**src/rtl/uart_hex_tx_if.sv**
```systemverilog
// Word-push channel into uart_hex_tx.
//   wdata  : 32-bit word to print
//   wlast  : 1 -> separator CR,LF; 0 -> separator space
//   wvalid : push request from the source
//   wready : sink can take a word (word FIFO not full)
// master modport is the data source, slave modport is uart_hex_tx.
interface uart_hex_tx_if;
  logic [31:0] wdata;
  logic        wlast;
  logic        wvalid;
  logic        wready;

  modport master (output wdata, output wlast, output wvalid, input wready);
  modport slave  (input wdata, input wlast, input wvalid, output wready);
endinterface

```
**src/rtl/uart_hex_tx.sv**
```systemverilog
// uart_hex_tx: prints 32-bit words as 8 lowercase ASCII hex characters plus a
// separator (space, or CR,LF) on an 8N1 UART transmit line.
// Word FIFO -> formatter FSM -> bit serialiser.
//
// Ports
//   clk        system clock
//   rst        synchronous reset, active high
//   wr         uart_hex_tx_if.slave push channel (wdata, wlast, wvalid, wready)
//   uart_term  bit period in clk cycles (values below 2 behave as 2)
//   tx         serial output, idle high
//   busy       FIFO non-empty, or formatter/serialiser active
//
// Build option
//   UART_HEX_TX_PARITY_EN : adds an even-parity bit between d7 and stop
//                           (11-bit frames instead of 10).
//
// Formatter states
//   state   | meaning
//   IDLE    | nothing to print, waiting for a FIFO entry
//   LOAD    | pop FIFO head into the shift register, offer its top nibble
//   HEX     | offer hex digit for nibble nib (7 down to 0)
//   SEP1    | offer space (wlast=0) or CR (wlast=1)
//   SEP2    | offer LF (wlast=1 only)
module uart_hex_tx #(
  parameter int FIFO_AW = 3
) (
  input  logic          clk,
  input  logic          rst,
  uart_hex_tx_if.slave  wr,
  input  logic [15:0]   uart_term,
  output logic          tx,
  output logic          busy
);

  localparam int DEPTH = 1 << FIFO_AW;

`ifdef UART_HEX_TX_PARITY_EN
  localparam logic [3:0] TAIL_BITS = 4'd10;  // d0..d7, parity, stop
`else
  localparam logic [3:0] TAIL_BITS = 4'd9;   // d0..d7, stop
`endif

  typedef enum logic [2:0] {
    ST_IDLE,
    ST_LOAD,
    ST_HEX,
    ST_SEP1,
    ST_SEP2
  } state_t;

  function automatic logic [7:0] hex_char(input logic [3:0] n);
    // 'a' + (n - 10) folds to 0x57 + n
    if (n < 4'd10) return 8'h30 + {4'h0, n};
    else           return 8'h57 + {4'h0, n};
  endfunction

  // ---------------------------------------------------------------- FIFO
  logic [32:0]      mem [DEPTH];
  logic [FIFO_AW:0] wr_ptr, rd_ptr;
  logic             full, empty, push, pop;
  logic [32:0]      head;

  assign empty     = (wr_ptr == rd_ptr);
  assign full      = (wr_ptr[FIFO_AW] != rd_ptr[FIFO_AW]) &&
                     (wr_ptr[FIFO_AW-1:0] == rd_ptr[FIFO_AW-1:0]);
  assign wr.wready = !full;
  // Full blocks a push even when a pop happens in the same cycle.
  assign push      = wr.wvalid && !full;
  assign head      = mem[rd_ptr[FIFO_AW-1:0]];

  always_ff @(posedge clk) begin
    if (push) mem[wr_ptr[FIFO_AW-1:0]] <= {wr.wlast, wr.wdata};
  end

  always_ff @(posedge clk) begin
    if (rst) begin
      wr_ptr <= '0;
      rd_ptr <= '0;
    end else begin
      if (push) wr_ptr <= wr_ptr + 1'b1;
      if (pop)  rd_ptr <= rd_ptr + 1'b1;
    end
  end

  // ----------------------------------------------------------- formatter
  state_t      state, state_nx;
  logic [31:0] sh_word;
  logic        sh_last;
  logic [2:0]  nib;
  logic [31:0] nib_word;
  logic        ch_valid;
  logic [7:0]  ch_data;
  logic        ch_acc;
  logic        ser_rdy;

  assign ch_acc = ch_valid && ser_rdy;

  always_ff @(posedge clk) begin
    if (rst) state <= ST_IDLE;
    else     state <= state_nx;
  end

  always_comb begin
    state_nx = state;
    ch_valid = 1'b0;
    ch_data  = 8'h00;
    pop      = 1'b0;
    nib_word = sh_word >> {nib, 2'b00};
    case (state)
      ST_IDLE: begin
        if (!empty) state_nx = ST_LOAD;
      end
      // The top digit is offered straight from the FIFO head so a word
      // arriving at an idle block reaches the line without an extra cycle.
      ST_LOAD: begin
        pop      = 1'b1;
        ch_valid = 1'b1;
        ch_data  = hex_char(head[31:28]);
        state_nx = ST_HEX;
      end
      ST_HEX: begin
        ch_valid = 1'b1;
        ch_data  = hex_char(nib_word[3:0]);
        if (ser_rdy && nib == 3'd0) state_nx = ST_SEP1;
      end
      ST_SEP1: begin
        ch_valid = 1'b1;
        ch_data  = sh_last ? 8'h0D : 8'h20;
        if (ser_rdy) begin
          if (sh_last)     state_nx = ST_SEP2;
          else if (!empty) state_nx = ST_LOAD;
          else             state_nx = ST_IDLE;
        end
      end
      ST_SEP2: begin
        ch_valid = 1'b1;
        ch_data  = 8'h0A;
        if (ser_rdy) state_nx = empty ? ST_IDLE : ST_LOAD;
      end
      default: state_nx = ST_IDLE;
    endcase
  end

  always_ff @(posedge clk) begin
    if (rst) begin
      sh_word <= '0;
      sh_last <= 1'b0;
      nib     <= '0;
    end else begin
      case (state)
        ST_LOAD: begin
          sh_word <= head[31:0];
          sh_last <= head[32];
          nib     <= ch_acc ? 3'd6 : 3'd7;
        end
        ST_HEX: if (ch_acc) nib <= nib - 3'd1;
        default: ;
      endcase
    end
  end

  // ----------------------------------------------------------- serialiser
  logic        ser_act;
  logic [9:0]  ser_sh;
  logic [3:0]  ser_left;
  logic [15:0] ser_tim;
  logic [15:0] ser_t;
  logic        tx_q;
  logic [15:0] t_eff;
  logic [9:0]  tail;

  assign t_eff = (uart_term < 16'd2) ? 16'd2 : uart_term;
`ifdef UART_HEX_TX_PARITY_EN
  assign tail  = {1'b1, ^ch_data, ch_data};
`else
  assign tail  = {2'b11, ch_data};
`endif

  // Ready when idle or in the final cycle of the stop bit, so consecutive
  // characters abut with no idle gap.
  assign ser_rdy = !ser_act || (ser_left == 4'd0 && ser_tim == 16'd0);

  always_ff @(posedge clk) begin
    if (rst) begin
      ser_act  <= 1'b0;
      ser_sh   <= '0;
      ser_left <= '0;
      ser_tim  <= '0;
      ser_t    <= '0;
      tx_q     <= 1'b1;
    end else if (ch_acc) begin
      ser_act  <= 1'b1;
      tx_q     <= 1'b0;
      ser_sh   <= tail;
      ser_left <= TAIL_BITS;
      ser_t    <= t_eff;
      ser_tim  <= t_eff - 16'd1;
    end else if (ser_act) begin
      if (ser_tim == 16'd0) begin
        if (ser_left == 4'd0) begin
          ser_act <= 1'b0;
          tx_q    <= 1'b1;
        end else begin
          tx_q     <= ser_sh[0];
          ser_sh   <= {1'b1, ser_sh[9:1]};
          ser_left <= ser_left - 4'd1;
          ser_tim  <= ser_t - 16'd1;
        end
      end else begin
        ser_tim <= ser_tim - 16'd1;
      end
    end
  end

  assign tx   = tx_q;
  assign busy = !empty || (state != ST_IDLE) || ser_act;

endmodule
```
**src/flat_wrapper.sv**
```systemverilog
// flat-port wrapper written by rule: the top's interface ports become plain ports
module uart_hex_tx_flat 
#(
  parameter int FIFO_AW = 3
)
  (clk, rst, uart_term, tx, busy, wr_wdata, wr_wlast, wr_wvalid, wr_wready);
  uart_hex_tx_if wr_i ();
  input  logic clk;
  input  logic rst;
  input  logic [15:0] uart_term;
  output logic tx;
  output logic busy;
  input wire logic [$bits(wr_i.wdata)-1:0] wr_wdata;
  input wire logic [$bits(wr_i.wlast)-1:0] wr_wlast;
  input wire logic [$bits(wr_i.wvalid)-1:0] wr_wvalid;
  output wire logic [$bits(wr_i.wready)-1:0] wr_wready;
  assign wr_i.wdata = wr_wdata;
  assign wr_i.wlast = wr_wlast;
  assign wr_i.wvalid = wr_wvalid;
  assign wr_wready = wr_i.wready;
  uart_hex_tx #(.FIFO_AW(FIFO_AW)) u_core (.clk(clk), .rst(rst), .wr(wr_i), .uart_term(uart_term), .tx(tx), .busy(busy));
endmodule
```
**config.mk**
```make
export PLATFORM = sky130hd
export DESIGN_NAME = uart_hex_tx_flat
export DESIGN_NICKNAME = d
export VERILOG_FILES = /design/src/rtl/uart_hex_tx_if.sv /design/src/rtl/uart_hex_tx.sv /design/src/flat_wrapper.sv
export SDC_FILE = /design/constraint.sdc
export NUM_CORES = 1
export LEC_CHECK = 0
export CORE_MARGIN = 4
export CORE_UTILIZATION = 58
export CTS_CLUSTER_SIZE = 14
export DETAILED_ROUTE_END_ITERATION = 10
export HOLD_SLACK_MARGIN = 0.12
export PLACE_DENSITY = 0.76
export SYNTH_ARGS = -nofsm -noshare
export SYNTH_HDL_FRONTEND = slang
export SYNTH_SLANG_ARGS = --single-unit
```
**constraint.sdc**
```tcl
create_clock -name clk -period 4.8 [get_ports clk]
set_input_delay 0.96 -clock clk [delete_from_list [all_inputs] [get_ports clk]]
set_output_delay 0.96 -clock clk [all_outputs]
set_load 0.02 [all_outputs]
```
* Word level (Yosys, flattened, before mapping)
Memories as Yosys holds them, arrays and structs flattened. A register that Yosys moved wholly into a read port is not among the register bits.
Cells that the tools add are included.
Widths: inputs -> output; s select.
** Storage, ports and cells
- Bits in registers :: 95
- RAM bits :: 264
- Output and inout bits :: 3
- Word-level logic and storage cells :: 112
- Memories kept :: 1
** Cells by class
- Add/sub/neg operators :: 11
- Magnitude comparators :: 3
- Equality and inequality tests :: 14
- Shift operators :: 1
- Mux-type cells :: 41
- Bitwise logic cells :: 1
- Reductions and logical operators :: 27
** Memory list
- u_core.mem :: depth 8, width 33, rd ports 1, clocked after memory_dff 1, wr ports 1, line uart_hex_tx.sv:58 : logic [32:0] mem [DEPTH];
** Operators by type and width (number)
- $mux 16 :: 5
- $sub 16x1->16 const B :: 3
- $mux 10 :: 4
- $pmux 8 s4 :: 1
- $shr 32x5->4 :: 1
- $mux 3 :: 8
- $add 7x4->8 const A :: 2
- $logic_not 16->1 :: 1
- $lt 16x2->1 const B :: 1
- $mux 4 :: 4
- $mux 8 :: 2
- $pmux 3 s5 :: 1
- $add 6x4->7 const A :: 2
- $mux 1 :: 14
- $ne 2x1->1 const B :: 5
- $add 4x1->4 const B :: 2
- $lt 4x4->1 const B :: 2
- $eq 3x2->1 const B :: 2
- $logic_not 3->1 :: 2
- $mux 6 :: 1
- $pmux 3 s2 :: 1
- $reduce_and 2->1 :: 3
- $reduce_and 3->1 :: 2
- $reduce_bool 2->1 :: 3
- 18 further kinds :: 26

* Depth between registers and ports, before layout
- Word-level depth :: 6
- Depth in mapped cells :: 16
- Gate-level depth less buffers :: 13

* Least setup slack after synthesis
No wires, ideal clock.
- Kind :: input to register
- Start point :: in wr_wvalid
- End point :: mem u_core.mem[0][0] (enable)
- Library setup time :: 464 ps
- Arrival time :: 3670 ps
- Required time :: 4336 ps
- Slack :: 666 ps
- Cell stages on the path :: 4
- Path through :: and2_1 > clkbuf_1 > nand2b_1 > nor3_1
** Between the ends
- Word-level cells in the longest chain between the ends :: 3
** RTL lines
- start: declaration :: line flat_wrapper.sv:15 : input wire logic [$bits(wr_i.wvalid)-1:0] wr_wvalid;
- $logic_and 1x1->1 :: line uart_hex_tx.sv:68 : assign push = wr.wvalid && !full;
- $mux 1 :: line uart_hex_tx.sv:72 : if (push) mem[wr_ptr[FIFO_AW-1:0]] <= {wr.wlast, wr.wdata};
- $mux 1 (not written as such) :: line uart_hex_tx.sv:72
- end: declaration :: line uart_hex_tx.sv:58
Every way passes these cells.

* Worst setup path after layout
- Start point :: reg u_core.state[0]
- End point :: reg u_core.ser_tim[14]
** Between the ends
- Word-level cells in the longest chain between the ends :: 6
** RTL lines
- start: declaration :: line uart_hex_tx.sv:86 : state_t state, state_nx;
- start signal: assignment :: line uart_hex_tx.sv:100 : else state <= state_nx;
- $eq 3x2->1, or another cell as far along :: line uart_hex_tx.sv:109 : case (state)
- $reduce_or 4->1 (no source line) *
- $mux 1 * :: line uart_hex_tx.sv:109
- $logic_and 1x1->1 * :: line uart_hex_tx.sv:96 : assign ch_acc = ch_valid && ser_rdy;
- $ne 3x2->1 (no source line) or $reduce_bool 2->1 (tied branches)
- $reduce_and 2->1 (no source line)
- end signal: assignment :: line uart_hex_tx.sv:197 : ser_tim <= t_eff - 16'd1;
- end signal: assignment :: line uart_hex_tx.sv:207 : ser_tim <= ser_t - 16'd1;
- end signal: assignment :: line uart_hex_tx.sv:210 : ser_tim <= ser_tim - 16'd1;
- end: declaration :: line uart_hex_tx.sv:166 : logic [15:0] ser_tim;
Every way passes the cells marked *; elsewhere a longest branch is shown, timed or not.
A chain may end at the register's enable or synchronous reset.

==> results.md <==
Clock tree:
- The number of hold-repair buffers added at the cts stage is 0.
- The clock drives 362 sinks.
- The clock root buffer is sky130_fd_sc_hd__clkbuf_16.
- After clock tree synthesis, the repair step resized 0 gates.
- Clock-pin slew was measured on the worst setup and hold paths at 60 ps.
- The post-CTS setup buffer count is 0.
- TritonCTS built the clock tree.
- The worst-skew pair later-pin latency is 510 ps.
- Counting the buffers created by CTS gives 36.
- No sink is reached through more buffers than the 3 on the longest clock path.
- The H-tree was split into 2 levels.

Drt:
- The detailed-route DRC error count is 0.
- The wire length on met3 is 1990 um.
- The detailed-routing iteration count for the pre-antenna-repair pass is 5.
- The final antenna-violating net count is 0.
- The routed design has 31700 um of wire.
- The first routing iteration left 880 violations.
- Summing over every cut layer, the via total after detailed routing is 8864.
- The detail-routed via count per cell is 6.32.
- The detailed-route wire length per cell is 22.6 um.
- The uppermost metal layer occupied by signal nets is met5.
- The total routed wire length on the met1 layer is 12800 um.
- Wire segments on met2 add up to 16000 um in the final route.

Pwr:
- The switching part of the total is 32.6%.
- Across the VDD grid, the largest voltage drop is 0.389 mV.
- The cell internal power dissipation is 0.00644 W.
- The share of total power dissipated in combinational logic is 30.3%.
- The clock network accounts for 27.2% of the total power.
- The power density over the cells is 564 nW/um^2.
- For this design the total switching power over the nets is 0.00311 W.
- Registers are responsible for 42.5% of the overall power.
- The leakage power is 5.35 nW.

Timing:
- The worst setup skew after layout is 22.3 ps.
- The final setup violation count is 0.
- The post-layout minimum cycle time is 3850 ps.
- The final max-slew violation count is 0.
- Setup repair after global routing left no endpoint under its margin.
- The ratio of final minimum period to clock period is 80.2%.
- Hold is met by 458 ps.
- The relative slew slack is 29.1%.
- The upper clock frequency limit is 260 MHz.
- After routing, the total negative slack on setup checks comes to 0 ps.
- The count of final hold-check violations is 0.
- The slew at the pin closest to its max-slew limit is 1050 ps.

Placement:
- The number of cells after detailed placement is 1339.
- Routability-driven placement finished with a final weighted congestion of 0.951.
- The standard cell area after detailed placement is 15800 um^2.
- Port buffering added 54 buffers.
- The wire-length estimate of the detail-placed layout is 19500 um.

Layout:
- The repair_antennas step left the layout with diodes totalling 0.
- After routing the design area is 16900 um^2.
- From synthesis to final layout, the design area changed by 13.5%.
- The fraction of final layout cells sized beyond drive strength 1 is 15.1%.
- In the final design database the tool counted 1107 nets.
- Once layout is complete, the cells apart from fillers number 1403.
- The utilization after layout is 67.0%.

Global route:
- The total overflow left after global routing is 0.
- The global-route usage over all layers is 22.8%.
- Entering global routing, the biggest net connects 100 pins.
- The first global-routing pass estimated 50600 um of wire.
- The initial antenna violation count is 1.
- The number of global-route vias before repair is 8850.

Worst hold path:
- The cell depth of the worst min-delay path is 2.
- The start point of the worst hold path is u_core.ser_t[4]$_SDFFE_PP0N_.
- The min-delay analysis places its worst path in the category register to register.
- The path with the worst hold slack has its endpoint at u_core.ser_t[4]$_SDFFE_PP0N_.

Synth:
- The Yosys warning count is 0.
- The post-synthesis compound-gate area fraction is 8.30%.
- By area, the combinational part of the netlist is dominated by multiplexers.
- The most used flip-flop cell after synthesis is sky130_fd_sc_hd__edfxtp_1.
- The post-synthesis net count is 1056.
- The adder and majority cell fraction of the synthesized area is 0.672%.
- Counting flops with an async set or reset pin after synthesis yields a share of 0%.
- The multiplexer fraction of the synthesized cell area is 14.2%.
- The total of flip-flops plus latches after synthesis is 362.
- The sequential element share of the synthesized area is 66.4%.
- After synthesis, the cell types taking the most area are sky130_fd_sc_hd__edfxtp_1 53%, sky130_fd_sc_hd__dfxtp_1 13%, sky130_fd_sc_hd__mux4_2 11%, sky130_fd_sc_hd__mux2i_1 2.8%, sky130_fd_sc_hd__a211oi_1 2.3%.
- The number of instances in the synthesized netlist is 996.
- The synthesized area divided by synthesized cell count is 15.0 um^2.
- The synthesized netlist contains 61 unique library cells.
- The synthesized netlist devotes 1.12% of its cell area to XOR and XNOR gates.
- The number of flops mapped to enable cells by yosys is 264.
- The cell area after synthesis is 14900 um^2.
- The dominant cell type by area after synthesis is sky130_fd_sc_hd__edfxtp_1.
- The top cell type by area accounts for 53.2% of the synthesized area.
- The synthesized-area fraction occupied by and/or/nand/nor cells is 7.34%.

Status:
- The flow ran to the end, and the final reports show no timing, DRC or antenna violations.

Floorplan:
- The area of the core is 25300 um^2.
- The total I/O pin count is 55.
- The die covers 28300 um^2.
- The total number of placement rows is 58.
- The starting utilization of the core area is 59.0%.
- The die width is 168 um.
- The die height is 168 um.

Worst setup path:
- Counting cells, the worst reg-to-reg path comes to 8.
- STA classifies the critical path endpoint as a register.
- The type of origin of the critical path is a register.
- The data arrival time of the critical path is 4260 ps.
- The setup check on the worst reg-to-reg path leaves a slack of 950 ps.
- In this run the critical register-to-register path is captured at u_core.ser_tim[14]$_SDFFE_PP0P_.
- The data required time of the worst path is 5210 ps.
- The critical path start-end classification is register to register.
- In this run the critical register-to-register path is launched from u_core.state[0]$_SDFFE_PP0P_.
- The top fanout value on the critical path is 30.

Job:
- The max-capacitance violation count is 0.
-- per-stage QoR --
step | power (W) | setup slack (ps)
2_1_floorplan | 0.00622 | 666
3_3_place_gp | 0.00691 | 887
3_5_place_dp | 0.00697 | 868
4_1_cts | 0.00958 | 1000
5_1_grt | 0.0101 | 650
6_report | 0.00955 | 951
-- how the worst max path moves through the flow --
stage / end / slack (ps) / startpoint
after floorplan: u_core.mem[0][0]$_DFFE_PP_ / 670 / wr_wvalid
after global placement: u_core.ser_tim[6]$_SDFFE_PP0P_ / 890 / uart_term[7]
after detailed placement: u_core.ser_tim[14]$_SDFFE_PP0P_ / 870 / uart_term[6]
after CTS: u_core.ser_tim[14]$_SDFFE_PP0P_ / 1000 / u_core.state[0]$_SDFFE_PP0P_
after global routing: u_core.ser_tim[14]$_SDFFE_PP0P_ / 650 / u_core.state[0]$_SDFFE_PP0P_
final: u_core.ser_tim[14]$_SDFFE_PP0P_ / 950 / u_core.state[0]$_SDFFE_PP0P_
-- worst max-delay path, cell delays in order (launching register included) --
cell,delay [ps]
sky130_fd_sc_hd__dfxtp_1,480
sky130_fd_sc_hd__or3_1,610
sky130_fd_sc_hd__nand4_1,200
sky130_fd_sc_hd__o21a_1,520
sky130_fd_sc_hd__buf_4,430
sky130_fd_sc_hd__mux2i_1,570
sky130_fd_sc_hd__nand3_1,210
sky130_fd_sc_hd__or4_1,500
sky130_fd_sc_hd__a311oi_1,240
-- logic make-up after synthesis --
| kind of cell | Yosys count |
|---|---|
| multiplexers | 119 |
| flip-flops | 362 |
| adder cells (fa/ha/maj) | 8 |
| AO/OA/AOI/OAI | 176 |
| buffers and inverters | 72 |
| XOR/XNOR | 19 |
| AND/OR/NAND/NOR | 240 |
-- area by class of cell --
type                       count  area (um^2)
sequential                   362         9900
clock buffer                  53         1000
fill                        1759         8340
tap                          330          413
inverter                       9         33.8
clock inverter                11         86.3
multi-input combinational    562         4780
timing repair buffer          76          703
-- synth_stat cells, types with 6 or more instances --
cell type	number
sky130_fd_sc_hd__edfxtp_1	264
sky130_fd_sc_hd__dfxtp_1	98
sky130_fd_sc_hd__nor2_1	88
sky130_fd_sc_hd__mux4_2	74
sky130_fd_sc_hd__nand2_1	63
sky130_fd_sc_hd__a211oi_1	46
sky130_fd_sc_hd__clkbuf_1	44
sky130_fd_sc_hd__mux2i_1	41
sky130_fd_sc_hd__a21oi_1	37
sky130_fd_sc_hd__nor3_1	29
sky130_fd_sc_hd__o21ai_0	17
sky130_fd_sc_hd__a31oi_1	13
sky130_fd_sc_hd__nand3_1	13
sky130_fd_sc_hd__xnor2_1	12
sky130_fd_sc_hd__buf_1	11
sky130_fd_sc_hd__nand2b_1	10
sky130_fd_sc_hd__nor4_1	9
sky130_fd_sc_hd__ha_1	8
sky130_fd_sc_hd__inv_1	8
sky130_fd_sc_hd__or3_1	8
sky130_fd_sc_hd__a311oi_1	7
sky130_fd_sc_hd__xor2_1	7
sky130_fd_sc_hd__a211o_1	6
sky130_fd_sc_hd__buf_2	6
-- sequential cells by signal, summed over array words and instances, names as in the netlist, named ones only --
register and cells:
u_core.sh_last 1, u_core.rd_ptr 4, u_core.ser_t 16, u_core.state 3, u_core.ser_left 4, u_core.mem 264
u_core.ser_tim 16, u_core.nib 3, u_core.ser_sh 10, u_core.sh_word 32, u_core.wr_ptr 4, u_core.tx 1
u_core.ser_act 1
-- cells in the final DEF (no fill, tap or decap), types with 5 or more instances in the layout --
cell type	n
sky130_fd_sc_hd__o21ai_0	17
sky130_fd_sc_hd__edfxtp_1	264
sky130_fd_sc_hd__inv_1	8
sky130_fd_sc_hd__clkbuf_16	36
sky130_fd_sc_hd__nor3_1	27
sky130_fd_sc_hd__ha_1	8
sky130_fd_sc_hd__clkdlybuf4s50_1	53
sky130_fd_sc_hd__nand2b_1	10
sky130_fd_sc_hd__a31oi_1	13
sky130_fd_sc_hd__nor2_4	6
sky130_fd_sc_hd__nand4_1	5
sky130_fd_sc_hd__nand2_1	63
sky130_fd_sc_hd__xnor2_1	12
sky130_fd_sc_hd__xor2_1	7
sky130_fd_sc_hd__a21oi_1	37
sky130_fd_sc_hd__a311oi_1	7
sky130_fd_sc_hd__nor2_1	82
sky130_fd_sc_hd__dfxtp_1	95
sky130_fd_sc_hd__nand3_1	13
sky130_fd_sc_hd__a211oi_1	46
sky130_fd_sc_hd__clkbuf_1	13
sky130_fd_sc_hd__mux2i_1	41
sky130_fd_sc_hd__buf_4	23
sky130_fd_sc_hd__mux4_2	74
sky130_fd_sc_hd__o211ai_1	5
sky130_fd_sc_hd__nor4_1	9
sky130_fd_sc_hd__a211o_1	6
sky130_fd_sc_hd__or3_1	8
sky130_fd_sc_hd__clkinv_1	8
-- layer usage --
layer  vias up  global-route usage [%]
met4         2                    6.74
met5         -                       0
met3        72                    4.09
li1       4032                       -
met2       315                    38.7
met1      4443                    30.6
-- power groups by stage --
stage / combinational, W / clock [W] / sequential, W
6_report: 0.00289 / 0.00260 / 0.00406
5_1_grt: 0.00319 / 0.00280 / 0.00411
4_1_cts: 0.00288 / 0.00264 / 0.00406
3_5_place_dp: 0.00285 / 0 / 0.00412
3_3_place_gp: 0.00281 / 0 / 0.00411
2_1_floorplan: 0.00231 / 0 / 0.00391
(Power assumes the default switching activity.)
